<file path="src/rtl/sd_cmd_seq_if.sv">
// Bundle between the SD command sequencer, its requester, the 48-bit command
// shifter and the MISO pin. The sequencer takes the slave side.
interface sd_cmd_seq_if;
  logic        req;
  logic [5:0]  cmd;
  logic [31:0] arg;
  logic [1:0]  resp_type;
  logic        busy;
  logic        resp_valid;
  logic        timeout;
  logic [39:0] resp;
  logic        cs_n;
  logic        mosi_sel;
  logic        tx_send;
  logic [5:0]  tx_cmd;
  logic [31:0] tx_arg;
  logic        tx_done;
  logic        sd_in;

  modport slave (
    input  req, cmd, arg, resp_type, tx_done, sd_in,
    output busy, resp_valid, timeout, resp, cs_n, mosi_sel, tx_send, tx_cmd, tx_arg
  );

  modport master (
    output req, cmd, arg, resp_type, tx_done, sd_in,
    input  busy, resp_valid, timeout, resp, cs_n, mosi_sel, tx_send, tx_cmd, tx_arg
  );
endinterface

</file>
<file path="src/rtl/sd_cmd_seq.sv">
// SD SPI command transaction sequencer: chip select, lead-in, shifter trigger,
// response polling and capture. Define SD_BUSY_WAIT_EN to build R1b busy wait.
module sd_cmd_seq #(
  parameter int unsigned LEAD_BITS  = 8,
  parameter int unsigned TRAIL_BITS = 8,
  parameter int unsigned NCR_MAX    = 64,
  parameter int unsigned BUSY_MAX   = 65535
) (
  input  logic        clock,
  input  logic        reset,
  sd_cmd_seq_if.slave bus
);

  localparam int unsigned MAX_A   = (NCR_MAX > BUSY_MAX) ? NCR_MAX : BUSY_MAX;
  localparam int unsigned MAX_B   = (MAX_A > LEAD_BITS) ? MAX_A : LEAD_BITS;
  localparam int unsigned MAX_C   = (MAX_B > TRAIL_BITS) ? MAX_B : TRAIL_BITS;
  localparam int unsigned CNT_MAX = (MAX_C > 40) ? MAX_C : 40;
  localparam int unsigned CNT_W   = $clog2(CNT_MAX) + 1;

  localparam logic [CNT_W-1:0] LEAD_LOAD  = CNT_W'(LEAD_BITS - 1);
  localparam logic [CNT_W-1:0] TRAIL_LOAD = CNT_W'(TRAIL_BITS - 1);
  localparam logic [CNT_W-1:0] NCR_LOAD   = CNT_W'(NCR_MAX - 1);
  localparam logic [CNT_W-1:0] R1_LOAD    = CNT_W'(7);
  localparam logic [CNT_W-1:0] R3_LOAD    = CNT_W'(39);
`ifdef SD_BUSY_WAIT_EN
  localparam logic [CNT_W-1:0] BUSY_LOAD  = CNT_W'(BUSY_MAX - 1);
`endif

  typedef enum logic [3:0] {
    S_IDLE,
    S_LEAD,
    S_SEND,
    S_WAIT_TX,
    S_POLL,
    S_RECV,
`ifdef SD_BUSY_WAIT_EN
    S_BUSY,
`endif
    S_TRAIL,
    S_DONE
  } state_e;

  state_e      state_q, state_d;
  logic [CNT_W-1:0] cnt_q, cnt_d;
  logic [39:0] resp_q, resp_d;
  logic        long_q, long_d;
  logic        tout_q, tout_d;
  logic [5:0]  tx_cmd_q, tx_cmd_d;
  logic [31:0] tx_arg_q, tx_arg_d;
`ifdef SD_BUSY_WAIT_EN
  logic        r1b_q, r1b_d;
`endif
  logic        cs_n_q, cs_n_d;
  logic        mosi_sel_q, mosi_sel_d;
  logic        tx_send_q, tx_send_d;
  logic        busy_q, busy_d;
  logic        resp_valid_q, resp_valid_d;
  logic        timeout_q, timeout_d;

  always_comb begin
    // NOTE: every _d gets a hold value first so no path leaves it unassigned (no latches).
    state_d  = state_q;
    cnt_d    = cnt_q;
    resp_d   = resp_q;
    long_d   = long_q;
    tout_d   = tout_q;
    tx_cmd_d = tx_cmd_q;
    tx_arg_d = tx_arg_q;
`ifdef SD_BUSY_WAIT_EN
    r1b_d    = r1b_q;
`endif

    case (state_q)
      S_IDLE: begin
        if (bus.req) begin
          tx_cmd_d = bus.cmd;
          tx_arg_d = bus.arg;
          long_d   = (bus.resp_type == 2'd2);
`ifdef SD_BUSY_WAIT_EN
          r1b_d    = (bus.resp_type == 2'd1);
`endif
          resp_d   = '0;
          tout_d   = 1'b0;
          cnt_d    = LEAD_LOAD;
          state_d  = S_LEAD;
        end
      end
      S_LEAD: begin
        if (cnt_q == '0) begin
          cnt_d   = '0;
          state_d = S_SEND;
        end else begin
          cnt_d = cnt_q - CNT_W'(1);
        end
      end
      S_SEND: begin
        cnt_d   = '0;
        state_d = S_WAIT_TX;
      end
      S_WAIT_TX: begin
        if (bus.tx_done) begin
          cnt_d   = NCR_LOAD;
          state_d = S_POLL;
        end
      end
      S_POLL: begin
        if (!bus.sd_in) begin
          resp_d  = {resp_q[38:0], 1'b0};
          cnt_d   = long_q ? R3_LOAD : R1_LOAD;
          state_d = S_RECV;
        end else if (cnt_q == '0) begin
          // Card never answered: report an all-ones response of the expected length.
          resp_d  = long_q ? {40{1'b1}} : 40'hFF;
          tout_d  = 1'b1;
          cnt_d   = TRAIL_LOAD;
          state_d = S_TRAIL;
        end else begin
          cnt_d = cnt_q - CNT_W'(1);
        end
      end
      S_RECV: begin
        resp_d = {resp_q[38:0], bus.sd_in};
        if (cnt_q == CNT_W'(1)) begin
          cnt_d   = TRAIL_LOAD;
          state_d = S_TRAIL;
`ifdef SD_BUSY_WAIT_EN
          if (r1b_q) begin
            cnt_d   = BUSY_LOAD;
            state_d = S_BUSY;
          end
`endif
        end else begin
          cnt_d = cnt_q - CNT_W'(1);
        end
      end
`ifdef SD_BUSY_WAIT_EN
      S_BUSY: begin
        if (bus.sd_in) begin
          cnt_d   = TRAIL_LOAD;
          state_d = S_TRAIL;
        end else if (cnt_q == '0) begin
          tout_d  = 1'b1;
          cnt_d   = TRAIL_LOAD;
          state_d = S_TRAIL;
        end else begin
          cnt_d = cnt_q - CNT_W'(1);
        end
      end
`endif
      S_TRAIL: begin
        if (cnt_q == '0) begin
          cnt_d   = '0;
          state_d = S_DONE;
        end else begin
          cnt_d = cnt_q - CNT_W'(1);
        end
      end
      S_DONE: begin
        cnt_d   = '0;
        state_d = S_IDLE;
      end
      default: begin
        cnt_d   = '0;
        state_d = S_IDLE;
      end
    endcase

    // Outputs are decoded from the next state so they register in step with it.
    cs_n_d       = (state_d == S_IDLE) || (state_d == S_DONE);
    mosi_sel_d   = (state_d == S_SEND) || (state_d == S_WAIT_TX);
    tx_send_d    = (state_d == S_SEND);
    busy_d       = (state_d != S_IDLE);
    resp_valid_d = (state_d == S_DONE);
    timeout_d    = (state_d == S_DONE) && tout_d;
  end

  always_ff @(posedge clock) begin
    // NOTE: sequential state uses <= only, so every flop samples pre-edge values.
    if (reset) begin
      state_q      <= S_IDLE;
      cnt_q        <= '0;
      resp_q       <= '0;
      long_q       <= 1'b0;
      tout_q       <= 1'b0;
      tx_cmd_q     <= '0;
      tx_arg_q     <= '0;
`ifdef SD_BUSY_WAIT_EN
      r1b_q        <= 1'b0;
`endif
      cs_n_q       <= 1'b1;
      mosi_sel_q   <= 1'b0;
      tx_send_q    <= 1'b0;
      busy_q       <= 1'b0;
      resp_valid_q <= 1'b0;
      timeout_q    <= 1'b0;
    end else begin
      state_q      <= state_d;
      cnt_q        <= cnt_d;
      resp_q       <= resp_d;
      long_q       <= long_d;
      tout_q       <= tout_d;
      tx_cmd_q     <= tx_cmd_d;
      tx_arg_q     <= tx_arg_d;
`ifdef SD_BUSY_WAIT_EN
      r1b_q        <= r1b_d;
`endif
      cs_n_q       <= cs_n_d;
      mosi_sel_q   <= mosi_sel_d;
      tx_send_q    <= tx_send_d;
      busy_q       <= busy_d;
      resp_valid_q <= resp_valid_d;
      timeout_q    <= timeout_d;
    end
  end

  assign bus.busy       = busy_q;
  assign bus.resp_valid = resp_valid_q;
  assign bus.timeout    = timeout_q;
  assign bus.resp       = resp_q;
  assign bus.cs_n       = cs_n_q;
  assign bus.mosi_sel   = mosi_sel_q;
  assign bus.tx_send    = tx_send_q;
  assign bus.tx_cmd     = tx_cmd_q;
  assign bus.tx_arg     = tx_arg_q;

endmodule

</file>
<file path="src/flat_wrapper.sv">
// flat-port wrapper written by rule: the top's interface ports become plain ports
module sd_cmd_seq_flat 
#(
  parameter int unsigned LEAD_BITS  = 8,
  parameter int unsigned TRAIL_BITS = 8,
  parameter int unsigned NCR_MAX    = 64,
  parameter int unsigned BUSY_MAX   = 65535
)
  (clock, reset, bus_req, bus_cmd, bus_arg, bus_resp_type, bus_tx_done, bus_sd_in, bus_busy, bus_resp_valid, bus_timeout, bus_resp, bus_cs_n, bus_mosi_sel, bus_tx_send, bus_tx_cmd, bus_tx_arg);
  sd_cmd_seq_if bus_i ();
  input  logic clock;
  input  logic reset;
  input wire logic [$bits(bus_i.req)-1:0] bus_req;
  input wire logic [$bits(bus_i.cmd)-1:0] bus_cmd;
  input wire logic [$bits(bus_i.arg)-1:0] bus_arg;
  input wire logic [$bits(bus_i.resp_type)-1:0] bus_resp_type;
  input wire logic [$bits(bus_i.tx_done)-1:0] bus_tx_done;
  input wire logic [$bits(bus_i.sd_in)-1:0] bus_sd_in;
  output wire logic [$bits(bus_i.busy)-1:0] bus_busy;
  output wire logic [$bits(bus_i.resp_valid)-1:0] bus_resp_valid;
  output wire logic [$bits(bus_i.timeout)-1:0] bus_timeout;
  output wire logic [$bits(bus_i.resp)-1:0] bus_resp;
  output wire logic [$bits(bus_i.cs_n)-1:0] bus_cs_n;
  output wire logic [$bits(bus_i.mosi_sel)-1:0] bus_mosi_sel;
  output wire logic [$bits(bus_i.tx_send)-1:0] bus_tx_send;
  output wire logic [$bits(bus_i.tx_cmd)-1:0] bus_tx_cmd;
  output wire logic [$bits(bus_i.tx_arg)-1:0] bus_tx_arg;
  assign bus_i.req = bus_req;
  assign bus_i.cmd = bus_cmd;
  assign bus_i.arg = bus_arg;
  assign bus_i.resp_type = bus_resp_type;
  assign bus_i.tx_done = bus_tx_done;
  assign bus_i.sd_in = bus_sd_in;
  assign bus_busy = bus_i.busy;
  assign bus_resp_valid = bus_i.resp_valid;
  assign bus_timeout = bus_i.timeout;
  assign bus_resp = bus_i.resp;
  assign bus_cs_n = bus_i.cs_n;
  assign bus_mosi_sel = bus_i.mosi_sel;
  assign bus_tx_send = bus_i.tx_send;
  assign bus_tx_cmd = bus_i.tx_cmd;
  assign bus_tx_arg = bus_i.tx_arg;
  sd_cmd_seq #(.LEAD_BITS(LEAD_BITS), .TRAIL_BITS(TRAIL_BITS), .NCR_MAX(NCR_MAX), .BUSY_MAX(BUSY_MAX)) u_core (.clock(clock), .reset(reset), .bus(bus_i));
endmodule
</file>
<file path="config.mk">
export PLATFORM = sky130hd
export DESIGN_NAME = sd_cmd_seq_flat
export DESIGN_NICKNAME = d
export VERILOG_FILES = /design/src/rtl/sd_cmd_seq_if.sv /design/src/rtl/sd_cmd_seq.sv /design/src/flat_wrapper.sv
export SDC_FILE = /design/constraint.sdc
export NUM_CORES = 1
export LEC_CHECK = 0
export CORE_MARGIN = 1
export CORE_UTILIZATION = 49
export DETAILED_ROUTE_END_ITERATION = 12
export MAX_ROUTING_LAYER = met4
export PLACE_DENSITY = 0.81
export SYNTH_ARGS = -nofsm -noshare
export SYNTH_HDL_FRONTEND = slang
export SYNTH_SLANG_ARGS = --single-unit
</file>
<file path="constraint.sdc">
create_clock -name clock -period 5.9 [get_ports clock]
set_clock_uncertainty 0.05 [all_clocks]
set_input_delay 1.18 -clock clock [delete_from_list [all_inputs] [get_ports clock]]
set_output_delay 1.18 -clock clock [all_outputs]
set_load 0.02 [all_outputs]
</file>
==> results of run 1 <==
## worst max-delay path, delay by kind of cell
family          cells  cell delay [ps]
simple gates        1               60
compound gates      3             1240
buf+inv             3              930
## synthesized netlist by cell type, drive strengths merged, types with 4 or more instances
| master | count |
|---|---|
| a2bb2oi | 7 |
| nor3 | 9 |
| xnor2 | 7 |
| a21oi | 50 |
| a31oi | 6 |
| dfxtp | 107 |
| nor4 | 7 |
| nand3 | 7 |
| nor2b | 7 |
| and2 | 4 |
| o21ai | 15 |
| a211oi | 32 |
| nor2 | 77 |
| inv | 8 |
| or3 | 4 |
| nand2 | 128 |
| clkbuf | 20 |
| buf | 15 |
## worst paths after layout
check	startpoint	end	slack, ps	cells after the start
setup / recovery	bus_sd_in	u_core.bus.resp[9]	2630	7
hold / removal	u_core.bus.tx_cmd[2]	u_core.bus.tx_cmd[2]	410	2
setup reg to reg	u_core.cnt_q[0]	u_core.bus.resp[9]	2730	8
hold reg to reg	u_core.bus.tx_cmd[2]	u_core.bus.tx_cmd[2]	410	2
## logic make-up (layout without fill, tap and decap cells)
| logic type | after synthesis | in the layout | share of synthesized area, % |
|---|---|---|---|
| buffers and inverters | 43 | 157 | 5.175 |
| other | 1 | 1 | 0.07914 |
| AO/OA/AOI/OAI | 133 | 133 | 21.84 |
| multiplexers | 1 | 1 | 0.2113 |
| flip-flops | 107 | 107 | 45.21 |
| adder cells (fa/ha/maj) | 2 | 2 | 0.5280 |
| XOR/XNOR | 10 | 10 | 1.849 |
| AND/OR/NAND/NOR | 265 | 265 | 25.11 |
## where the power goes
part / switching, mW / leakage, nW / internal, mW
Clock: 0.244 / 0.0876 / 0.156
Combinational: 0.158 / 1.19 / 0.132
Sequential: 0.0262 / 0.873 / 0.755
Total: 0.428 / 2.15 / 1.04
## cells in the final DEF (no fill, tap or decap), drive strengths merged, types with 3 or more instances in the layout
master | synthesis | final
or2 | 3 | 3
dfxtp | 107 | 107
nor4 | 7 | 7
o21ai | 15 | 15
or4 | 3 | 3
or3 | 4 | 4
nor3 | 9 | 9
inv | 8 | 10
a211oi | 32 | 32
clkbuf | 20 | 9
a22oi | 3 | 3
and2 | 4 | 4
nor2 | 77 | 77
o211ai | 3 | 3
a31oi | 6 | 6
a31o | 3 | 3
nor2b | 7 | 7
nand2 | 128 | 128
clkinv | 0 | 3
a21oi | 50 | 50
nand3b | 3 | 3
buf | 15 | 7
xor2 | 3 | 3
nand3 | 7 | 7
xnor2 | 7 | 7
clkdlybuf4s50 | 0 | 127
a2bb2oi | 7 | 7
## flip-flops by register name, summed over array words and instances, names as in the netlist, 4 cells and up
| name | cells |
|---|---|
| u_core.bus.resp | 40 |
| u_core.bus.tx_arg | 32 |
| u_core.cnt_q | 17 |
| u_core.bus.tx_cmd | 6 |
| u_core.state_q | 4 |
## area by class of cell
cell class | instances | share of cell area (%)
clock buffer | 9 | 2.002
timing repair buffer | 134 | 21.40
inverter | 8 | 0.4854
multi-input combinational | 412 | 38.07
clock inverter | 6 | 0.8091
tap | 129 | 2.609
sequential | 107 | 34.63
## metal layers
layer	track usage, %	vias up	part of all wire, %
met3	5.223	18	5.8
met5	-	-	0
met1	30.56	1981	44
met4	7.915	0	1.9
li1	-	2131	-
met2	38.62	163	48
==> impl_results.md, run 1 <==
- Share of layout cells above drive strength 1: 11.24%
- RD Place Congestion: 0.8864
- Mapped Cells: 562
- DIE AREA: 0.01007 mm2
- Number of global-route vias before repair: 4070
- Leak pwr: 2.148 nW
- Total power: 1.471 mW
- Setup crit end kind: flip-flop
- Crit share post-route: 55.51%
- CTS tree: built
- Inst Count DP: 790
- Setup violators final: 0
- Max_slew headroom: 19.30%
- Multi-input gate area: 0.002355 mm2
- Top Ports: 129
- Number of port buffers: 128
- Yosys cell types: 66
- H-tree lvl count: 3
- Clk buf depth: 2
- Initial Util: 51.04%
- Setup TNS Final: 0 ps
- Slowest stage cell, crit path: a21oi_4
- Initial antenna violation count: 0
- Ys flop type: dfxtp_1
- Fin util: 66.63%
- First-pass iteration count of the detailed router: 5
- DRT Wirelength: 11.37 mm
- CP arrival: 3410 ps
- Initial detailed-routing violation count: 277
- Hold_buf cts: 0
- Pwr per Cell Area: 237.9 mW/mm2
- YS warnings: 0
- Synth area leader: dfxtp_1
- Final Cell Area: 0.006186 mm2
- Max Slew Vio Count: 0
- Yosys top cell area share: 45.21%
- # DRC: 0
- Minimum clock period: 3275 ps
- Critical Path Fanout Max: 32
- CP Data Required Time: 6030 ps
- Slew of the pin with the lowest slew margin: 1208 ps
- Pre-CTS WS: 2254 ps
- Clk sink count: 107
- DRT antenna net count: 0
- Register area: 0.002142 mm2
- Aggregate global routing overflow: 0
- Post-CTS Resized: 0
- DR vias: 4293
- Core region area: 0.009284 mm2
- RSZ-0062 raised after global routing: no
- Worst skew pair latency: 360 ps
- Crit path cell chain: clkdlybuf4s50_1, inv_1, nor3_1, buf_4, o21a_1, a21oi_4, a211oi_1
- Hold slack final: 408.1 ps
- Min-delay worst type: reg -> reg
- Final Hold Vio Count: 0
- Dpl cell area: 0.006012 mm2
- Synth area leaders: dfxtp_1 (45%), nand2_1 (10%), a211oi_2 (7.9%)
- First-pass GRT wire length: 19.12 mm
- Post-route setup slack: 2625 ps
- Outcome: finished clean
- Mapped Nets: 609
- Vias per inst: 5.333
- Final std cells w/o fill: 805
- Root buffer cell: clkbuf_8
- Aggregate global-route resource usage: 24.21%
- Chip width: 100.3 um
- # nets final: 719
- Wire per inst: 14.12 um
- Critical Path Start Type: input pin
- Die height: 100.3 um
- Mapped Area: 0.004738 mm2
- Clk slew on worst S/H paths: 100 ps
- # diodes: 0
- Asr flop ratio synth: 0%
- Number of synthesized flops with an enable pin: 0
- Crit Path Category: in -> reg
- Synth Register Bits: 107
- Largest net degree at the start of global routing: 69
- Max Clock Freq: 0.3054 GHz
- Register area share after synthesis: 45.21%
- Post-DP HPWL: 7.992 mm
- Avg Cell Area, Syn: 8.431 um2
- Fill cells: 795
- Max Cap Viol: 0
- Worst-case vdd ir drop: 0.1555 mV
- Setup bufs post-CTS: 0
- TritonCTS buffer count: 9
- Area delta synth->final: 30.55%
- FP Rows: 35
- Max stage delay on crit path: 900 ps
Power figures use the tool's default switching activity.
==> inputs of run 2 (changes only) <==
--- a/config.mk
+++ b/config.mk
@@ -6,10 +6,10 @@
 export NUM_CORES = 1
 export LEC_CHECK = 0
 export CORE_MARGIN = 1
-export CORE_UTILIZATION = 49
+export CORE_UTILIZATION = 48
 export DETAILED_ROUTE_END_ITERATION = 12
 export MAX_ROUTING_LAYER = met4
-export PLACE_DENSITY = 0.81
+export PLACE_DENSITY = 0.8
 export SYNTH_ARGS = -nofsm -noshare
 export SYNTH_HDL_FRONTEND = slang
 export SYNTH_SLANG_ARGS = --single-unit
==> constraint.sdc (replaced) <==
create_clock -name clock -period 3.4 [get_ports clock]
set_clock_uncertainty 0.05 [all_clocks]
set_input_delay 0.68 -clock clock [delete_from_list [all_inputs] [get_ports clock]]
set_output_delay 0.68 -clock clock [all_outputs]
set_load 0.02 [all_outputs]
==> run 2 against run 1 <==
Largest power group unchanged; utilization is 0.40 points lower; count of clock-buffer cells in the layout stayed put; non-clock buffer count is 3 higher; power is 79% higher; combinational power is 75% higher; via count is 0.37% higher; critical endpoint is now u_core.bus.resp[15]; sequential power is 73% higher; critical path depth is 1 higher; critical path type is now reg -> reg; design area is 0.81% higher.
==> impl_results.md, run 2 (synthesis gave the netlist of run 1 again) <==
- Number of port buffers: 128 (unchanged)
- Max Slew Vio Count: 0 (unchanged)
- Aggregate global routing overflow: 0 (unchanged)
- Setup crit end kind: flip-flop
- Initial antenna violation count: 0 (unchanged)
- Outcome: finished clean
- First-pass iteration count of the detailed router: 6 (+1)
- Initial detailed-routing violation count: 180 (-35%)
- Most frequent cells in the layout: nand2_1 (127), clkdlybuf4s50_1 (127), dfxtp_1 (107)
- Slowest stage cell, crit path: a21oi_4
- Clk buf depth: 2 (unchanged)
- Share of layout cells above drive strength 1: 11.76% (+0.52 points)
- H-tree lvl count: 3 (unchanged)
- # DRC: 0 (unchanged)
- Aggregate global-route resource usage: 23.92% (-0.28 points)
- Core region area: 0.009415 mm2 (+1.4%)
- Chip width: 101.4 um (+1.0%)
- Top Ports: 129 (unchanged)
- DIE AREA: 0.01027 mm2 (+2.0%)
- Max Clock Freq: 0.3251 GHz
- CP startpoint: u_core.cnt_q[0]
- Worst path bufs/invs: 1 (-2)
- Largest net degree at the start of global routing: 47 (-32%)
- Post-DP HPWL: 8.159 mm (+2.1%)
- Area delta synth->final: 31.61%
- First-pass GRT wire length: 19.01 mm (-0.58%)
- DRT antenna net count: 0 (unchanged)
- Hold_buf cts: 0 (unchanged)
- Clk sink count: 107 (unchanged)
- Largest register FFs: 40 (unchanged)
- Clk slew on worst S/H paths: 110 ps (about the same)
- Top delay family on crit path: compound AO/OA/AOI/OAI gates
- Min-delay worst type: reg -> reg
- Leak pwr: 2.176 nW (+1.3%)
- Initial Util: 50.33% (-0.71 points)
- Root buffer cell: clkbuf_8
- Wire per inst: 14.09 um (-0.27%)
- Max Cap Viol: 0 (unchanged)
- Vias per inst: 5.326 (-0.12%)
- Hold path startpoint: u_core.bus.tx_arg[5]
- Die height: 101.4 um (+1.0%)
- Crit Path Category: reg -> reg
- Final Hold Vio Count: 0 (unchanged)
- TritonCTS buffer count: 9 (unchanged)
- Crit path cell chain: inv_1, ha_1, or3b_2, nor4_4, nand2_2, o21a_1, a21oi_4, a211oi_2
- Slew of the pin with the lowest slew margin: 1193 ps (-14.86 ps)
- Number of global-route vias before repair: 4038 (-0.79%)
- Max stage delay on crit path: 890 ps (about the same)
- CTS tree: built
- Setup TNS Final: 0 ps (unchanged)
- Worst-case vdd ir drop: 0.2236 mV (+44%)
- RD Place Congestion: 0.8890 (+0.29%)
- RSZ-0062 raised after global routing: no
- Crit share post-route: 90.47%
- Setup bufs post-CTS: 0 (unchanged)
- Minimum clock period: 3076 ps
- Max_slew headroom: 20.29% (+0.99 points)
- DRT Wirelength: 11.40 mm (+0.23%)
- Critical Path Fanout Max: 32 (unchanged)
- Pwr per Cell Area: 422.0 mW/mm2 (+77%)
- Setup violators final: 0 (unchanged)
- # nets final: 722 (+0.42%)
- Fin util: 66.23% (-0.40 points)
- # diodes: 0 (unchanged)
- CP Data Required Time: 3540 ps (-2490 ps)
- Worst skew pair latency: 370 ps (about the same)
- FP Rows: 35 (unchanged)
- DR vias: 4309 (+0.37%)
- R2R Path Start: u_core.cnt_q[0]
- Critical Path Start Type: flip-flop
- CP arrival: 3220 ps (-190 ps)
- Post-CTS Resized: 0 (unchanged)
[run 2: cell types whose count changed in the layout (fill, tap and decap cells not counted)]
cell / change
buf_4: +3
clkinv_2: -1
clkinv_4: -1
clkinv_8: +1
inv_6: -1
inv_8: +3
[run 2: report_power, final]
group | total (mW) | leakage [nW] | switching, mW | internal (mW)
sequential | 1.35 | 0.873 | 0.0428 | 1.31
combinational | 0.506 | 1.20 | 0.277 | 0.229
clock | 0.772 | 0.100 | 0.478 | 0.294
total | 2.63 | 2.18 | 0.798 | 1.83
[run 2: stage by stage]
| step | setup slack, ps | total power, mW | hold slack [ps] | std cells | area (um2) |
|---|---|---|---|---|---|
| final | 323.9 | 2.632 | 409.5 | 809 | 6236 |
| after floorplan | 1146 | 1.691 | 392.0 | 562 | 4738 |
| after detailed placement | 297.8 | 1.887 | 396.3 | 793 | 6035 |
| after global placement | 437.6 | 1.872 | 390.9 | 793 | 6035 |
| after global routing | 68.56 | 2.757 | 423.9 | 809 | 6236 |
| after CTS | 271.2 | 2.660 | 411.1 | 809 | 6236 |
[run 2: worst paths after layout]
path                                              to  slack (ps)  depth (start not counted)
worst max register to register   u_core.bus.resp[15]         320                          8
worst max-delay path             u_core.bus.resp[15]         320                          8
worst min-delay path            u_core.bus.tx_arg[5]         410                          2
worst min register to register  u_core.bus.tx_arg[5]         410                          2
[run 2: area by class of cell]
cell class	instances	area, um2
repair buffers	137	1346
clock buffers	9	123.9
well taps	129	161.4
fillers	764	3179
clock inverters	7	77.57
inverters	8	30.03
multi-input cells	412	2355
flip-flops and latches	107	2142
[run 2: metal layers]
| metal | GRT usage [%] | part of all wire (%) | vias to the layer above |
|---|---|---|---|
| li1 | - | - | 2141 |
| met1 | 30.24 | 45 | 1981 |
| met2 | 37.78 | 47 | 164 |
| met3 | 4.693 | 6.4 | 23 |
| met4 | 9.030 | 2.2 | 0 |
| met5 | - | 0 | - |
[run 2: worst min-delay path, stage by stage (launching register included)]
cell and delay (ps):
dfxtp_1 320, nand2_1 50, a21oi_1 50
